--- src/rtl/debounce_pkg.sv ---
// Shared types and helpers for the debounce blocks (input and output side).
package debounce_pkg;

    typedef enum logic [2:0] {
        SM_LOW_HOLD   = 3'd0,
        SM_LOW_IDLE   = 3'd1,
        SM_HIGH_HOLD  = 3'd2,
        SM_HIGH_IDLE  = 3'd3,
        SM_PULSE_HIGH = 3'd4
    } dbo_state_e;

    function automatic int unsigned max_u(input int unsigned a, input int unsigned b);
        return (a > b) ? a : b;
    endfunction

endpackage

--- src/rtl/debounce_output_dwell_timer.sv ---
// Shared dwell counter: cleared on demand, counts while enabled, flags when the terminal value is reached.
module dwell_timer #(
    parameter int unsigned G_WIDTH = 8
) (
    input  logic               clk,
    input  logic               reset,
    input  logic               clear,
    input  logic               en,
    input  logic [G_WIDTH-1:0] terminal,
    output logic               done_c
);

    logic [G_WIDTH-1:0] cnt_q;
    logic [G_WIDTH-1:0] cnt_d;

    assign done_c = (cnt_q == terminal);

    // Holding at the terminal value keeps the count from ever wrapping.
    always_comb begin
        cnt_d = cnt_q;
        if (clear) begin
            cnt_d = '0;
        end else if (en && !done_c) begin
            cnt_d = cnt_q + G_WIDTH'(1);
        end
    end

    always_ff @(posedge clk) begin
        if (reset) begin
            cnt_q <= '0;
        end else begin
            cnt_q <= cnt_d;
        end
    end

endmodule

--- src/rtl/debounce_output.sv ---
// Output-side debouncer: drives a slow pin from level requests or queued fixed-width pulses,
// enforcing minimum high/low dwell times so the pin never chatters.
module debounce_output
    import debounce_pkg::*;
#(
    parameter  int unsigned G_MIN_HIGH_CYCLES   = 256,
    parameter  int unsigned G_MIN_LOW_CYCLES    = 256,
    parameter  int unsigned G_PULSE_HIGH_CYCLES = 16,
    parameter  int unsigned G_MAX_PENDING       = 4,
    localparam int unsigned PEND_W              = $clog2(G_MAX_PENDING + 1)
) (
    input  logic              clk,
    input  logic              reset,
    input  logic              mode,
    input  logic              level_req,
    input  logic              pulse_valid,
    output logic              pulse_ready,
    output logic [PEND_W-1:0] pending,
    output logic              overflow,
    output logic              busy,
    output logic              dout
);

    localparam int unsigned CNT_W =
        $clog2(max_u(max_u(G_MIN_HIGH_CYCLES, G_MIN_LOW_CYCLES), G_PULSE_HIGH_CYCLES) + 1);
    localparam logic [CNT_W-1:0] TERM_HIGH  = CNT_W'(G_MIN_HIGH_CYCLES - 1);
    localparam logic [CNT_W-1:0] TERM_LOW   = CNT_W'(G_MIN_LOW_CYCLES - 1);
    localparam logic [CNT_W-1:0] TERM_PULSE = CNT_W'(G_PULSE_HIGH_CYCLES - 1);

    dbo_state_e        state_q, state_d;
    dbo_state_e        eval_state;
    logic              dout_q, dout_d;
    logic [PEND_W-1:0] pending_q, pending_d;
    logic              overflow_q, overflow_d;

    logic              timer_clear;
    logic              timer_en;
    logic [CNT_W-1:0]  timer_term;
    logic              timer_done;
    logic              start_pulse;
    logic              accept;

    dwell_timer #(
        .G_WIDTH (CNT_W)
    ) u_dwell_timer (
        .clk      (clk),
        .reset    (reset),
        .clear    (timer_clear),
        .en       (timer_en),
        .terminal (timer_term),
        .done_c   (timer_done)
    );

    assign pulse_ready = mode && (pending_q < PEND_W'(G_MAX_PENDING));
    assign accept      = pulse_valid && pulse_ready;
    assign busy        = (state_q == SM_LOW_HOLD) || (state_q == SM_HIGH_HOLD)
                      || (state_q == SM_PULSE_HIGH);
    assign pending     = pending_q;
    assign overflow    = overflow_q;
    assign dout        = dout_q;

    // Next state: a hold whose dwell has elapsed is evaluated as its idle state in the same cycle,
    // so no idle cycle is inserted between the end of a hold and the next transition.
    always_comb begin
        state_d     = state_q;
        dout_d      = dout_q;
        eval_state  = state_q;
        timer_clear = 1'b0;
        timer_en    = 1'b0;
        timer_term  = TERM_LOW;
        start_pulse = 1'b0;

        case (state_q)
            SM_LOW_HOLD: begin
                timer_en   = 1'b1;
                timer_term = TERM_LOW;
                if (timer_done) begin
                    eval_state = SM_LOW_IDLE;
                    state_d    = SM_LOW_IDLE;
                end
            end
            SM_HIGH_HOLD: begin
                timer_en   = 1'b1;
                timer_term = TERM_HIGH;
                if (timer_done) begin
                    eval_state = SM_HIGH_IDLE;
                    state_d    = SM_HIGH_IDLE;
                end
            end
            SM_PULSE_HIGH: begin
                timer_en   = 1'b1;
                timer_term = TERM_PULSE;
            end
            default: ;
        endcase

        case (eval_state)
            SM_LOW_IDLE: begin
                if (!mode && level_req) begin
                    dout_d      = 1'b1;
                    state_d     = SM_HIGH_HOLD;
                    timer_clear = 1'b1;
                end else if (mode && (pending_q != '0)) begin
                    dout_d      = 1'b1;
                    state_d     = SM_PULSE_HIGH;
                    timer_clear = 1'b1;
                    start_pulse = 1'b1;
                end
            end
            SM_HIGH_IDLE: begin
                if (!level_req || mode) begin
                    dout_d      = 1'b0;
                    state_d     = SM_LOW_HOLD;
                    timer_clear = 1'b1;
                end
            end
            SM_PULSE_HIGH: begin
                if (timer_done) begin
                    dout_d      = 1'b0;
                    state_d     = SM_LOW_HOLD;
                    timer_clear = 1'b1;
                end
            end
            default: ;
        endcase
    end

    // Pending-pulse count and drop strobe; level mode flushes the queue.
    always_comb begin
        pending_d  = pending_q;
        overflow_d = mode && pulse_valid && !pulse_ready;
        if (!mode) begin
            pending_d = '0;
        end else begin
            pending_d = pending_q + PEND_W'(accept) - PEND_W'(start_pulse);
        end
    end

    always_ff @(posedge clk) begin
        if (reset) begin
            state_q    <= SM_LOW_HOLD;
            dout_q     <= 1'b0;
            pending_q  <= '0;
            overflow_q <= 1'b0;
        end else begin
            state_q    <= state_d;
            dout_q     <= dout_d;
            pending_q  <= pending_d;
            overflow_q <= overflow_d;
        end
    end

endmodule

--- config.mk ---
export PLATFORM = sky130hd
export DESIGN_NAME = debounce_output
export DESIGN_NICKNAME = d
export VERILOG_FILES = /design/src/rtl/debounce_pkg.sv /design/src/rtl/debounce_output_dwell_timer.sv /design/src/rtl/debounce_output.sv
export SDC_FILE = /design/constraint.sdc
export NUM_CORES = 1
export LEC_CHECK = 0
export CAP_MARGIN = 20
export CORE_MARGIN = 2
export CORE_UTILIZATION = 40
export DETAILED_ROUTE_END_ITERATION = 10
export PLACE_DENSITY = 0.68
export SLEW_MARGIN = 20
export SYNTH_ARGS = -nofsm -noshare
export SYNTH_HDL_FRONTEND = slang
export SYNTH_HIERARCHICAL = 1
export SYNTH_SLANG_ARGS = --single-unit
--- constraint.sdc ---
create_clock -name clk -period 5.2 [get_ports clk]
set_input_delay 1.04 -clock clk [delete_from_list [all_inputs] [get_ports clk]]
set_output_delay 1.04 -clock clk [all_outputs]
set_load 0.01 [all_outputs]
==> key figures <==
Floorplanning
  – Die W: 56.0 µm
  – Core Region: 2520 µm²
  – Starting Density: 42.9%
  – Die Footprint: 3130 µm²
  – Io pins: 12
  – Core Rows: 18
  – Die height: 56.0 µm

Finish
  – Final Util: 49.7%
  – Register area: 340 µm²
  – Share of cells above drive strength 1: 10.5%
  – Multi-input gate area: 711 µm²
  – Area Growth Syn to Fin: 15.9%
  – # diodes: 0
  – Layout Nets: 143
  – # fillers: 252

Power and ir drop
  – PD cells: 185 nW/µm²
  – Lkg Pwr: 0.539 nW
  – VDD IR-drop max: 142 µV

Clock tree
  – Hold_buf cts: 0
  – Clock Latency Late Sink: 280 ps
  – CTS tree: built
  – Postcts setup bufs: 0
  – Resized cells post-CTS: 0
  – CTS H-Tree Depth: 1
  – Reg clk slew, reported paths: 100 ps
  – Root buffer cell: clkbuf_4
  – Clock Path Buffers: 2
  – Sinks on the clock net: 17
  – CTS Buf Count: 3

Critical path
  – CP max-delay cell: or3_1
  – Crit start category: flop
  – Crit path max-delay family: simple AND/OR/NAND/NOR gates
  – R2r worst-path depth: 16
  – Critical path buffers and inverters: 4
  – Crit path DAT: 4010 ps
  – CP most frequent cell: inv_1
  – CP max stage delay: 480 ps
  – Kind of critical path: flop to flop
  – Worst-path cell chain: inv_1 -> or3_1 -> xor2_1 -> nor4_4 -> nand3_1 -> inv_1 -> o21bai_4 -> nor4b_1 -> ha_1 -> inv_1 -> ha_1 -> inv_1 -> fa_1 -> xnor2_1 -> xnor2_1 -> and2_1
  – WP depth: 16
  – Crit end category: flop
  – Max FO, Critical Path: 6
  – CP Data Required Time: 5390 ps

STA
  – Crit share post-route: 73.5%
  – Final min period: 3820 ps
  – Final Hold Viols: 0
  – Fin Hold WS: 511 ps
  – Max Slew Vio Count: 0
  – Clock Skew: 1.57 ps
  – Slew Limit Headroom: 28.9%
  – Slew @ Worst Pin: 1060 ps
  – Setup violations, final: 0
  – Sum Neg Setup Slack: 0 ps
  – RSZ-0062 raised after global routing: no
  – Max Freq: 262 MHz

Logic synthesis
  – Synth area leaders: dfxtp_1 (31%), xor2_1 (7.3%), xnor2_1 (4.1%)
  – Most common cell in the netlist: dfxtp_1
  – Synth top area share: 31.5%
  – Post-synth top cells: dfxtp_1 (17), xor2_1 (9), nand2_1 (8)
  – Warning count from the yosys run: 6
  – Netlist cell types: 42
  – Post-Syn Instances: 117
  – Post-synth top area cell: dfxtp_1
  – Synthesized area per cell: 9.24 µm²
  – Ys async rst share: 0%
  – #FFs+latches synth: 17
  – Syn Std Cell Area: 1080 µm²
  – Seq/Total Area, Yosys: 31.5%
  – EDFF count, synth: 0
  – Synth Flop Type: dfxtp_1

Global routing
  – Total GRT Usage: 14.8%
  – Number of global-route vias before repair: 861
  – Antenna violations before repair: 0
  – Largest net degree at the start of global routing: 14
  – Wire length of the first global-routing pass: 3740 µm
  – Grt ovf: 0

Routing
  – Wirelength per Cell: 12.8 µm
  – Met2 Wirelength: 981 µm
  – Top layer in use: met4
  – Post-Route WL: 2090 µm
  – DRT antenna net count: 0
  – Overall via count from detail_route: 871
  – Vias per cell: 5.34
  – DRC: 0
  – WL met1: 1060 µm
  – Met3 Routed Length: 38 µm
  – TritonRoute pass-1 iters: 4
  – 1st-iter DRT viols: 17

Place
  – Gpl congestion: 0.776
  – Post-DP HPWL: 1590 µm
  – IO buf count: 11

Run
  – Max-cap viol count: 0

Status
  – Status: finished, final reports clean

Min path
  – Hold Crit Class: flop to flop
  – Hold-critical path depth: 2
## power breakdown
part / leakage (nW) / total [mW] / internal (mW) / switching (mW)
logic: 0.384 / 0.0260 / 0.0126 / 0.0134
clock network: 0.0177 / 0.0696 / 0.0285 / 0.0411
registers: 0.138 / 0.136 / 0.133 / 0.00313
total: 0.539 / 0.231 / 0.174 / 0.0576
## path summary, 6_finish.rpt
kind | end | slack (ps) | from
worst max-delay path | pending[2] | 1380 | state_q[2]
worst min-delay path | u_dwell_timer/cnt_q[1] | 510 | u_dwell_timer/cnt_q[1]
worst max register to register | pending[2] | 1380 | state_q[2]
worst min register to register | u_dwell_timer/cnt_q[1] | 510 | u_dwell_timer/cnt_q[1]
## area by class of cell
cell class	instances	share of cell area [%]
Clock buffer	3	1.80
Clock inverter	1	0.400
Inverter	7	2.10
Multi-Input combinational cell	94	56.7
Sequential cell	17	27.2
Tap cell	30	3.00
Timing Repair Buffer	11	8.79
## per-stage QoR
step                      instances  total power [mW]  cell area (µm²)  setup slack, ps
after floorplan                 120             0.155             1090             1760
after global placement          159             0.164             1220             1510
after detailed placement        159             0.165             1220             1390
after CTS                       163             0.237             1250             1360
after global routing            163             0.246             1250             1120
final                           163             0.231             1250             1380
## cell usage in the layout (no fill, tap or decap), types with 3 or more instances in the layout
cell type,instances
and2_1,3
a21oi_1,4
xnor2_1,5
ha_1,3
dfxtp_1,17
nand3_1,3
nand2_1,8
or3_1,4
xor2_1,9
conb_1,5
clkbuf_4,3
nor2_1,4
inv_1,7
and3_1,4
clkdlybuf4s50_1,11
nor3_1,6
nor2b_1,4
## flip-flops by register name, indices dropped and copies added (netlist names)
register,count
overflow,1
u_dwell_timer/cnt_q,9
dout,1
state_q,3
pending,3
## tightest hold or removal path, delay by kind of cell (launching register included)
kind,cells,cell delay [ps]
flip-flops,1,350
AND/OR/NAND/NOR,1,60
AO/OA/AOI/OAI,1,60
## cells by family after synthesis
kind of cell               Yosys count  share of synthesized area [%]
other                                2                          0.695
muxes                                2                           1.85
adders and majority gates            4                           5.32
xor gates and xnor gates            14                           11.3
DFF                                 17                           31.5
buffers and inverters                9                           3.82
AOI/OAI and AO/OA                   21                           16.7
and+or+nand+nor                     48                           28.8
## routing by layer
metal | vias up | track usage, %
met1 | 412 | 18.9
met5 | - | 0
li1 | 448 | -
met2 | 9 | 24.7
met4 | 0 | 5.10
met3 | 2 | 2.79
No activity file was read; power rests on OpenSTA's default activity.
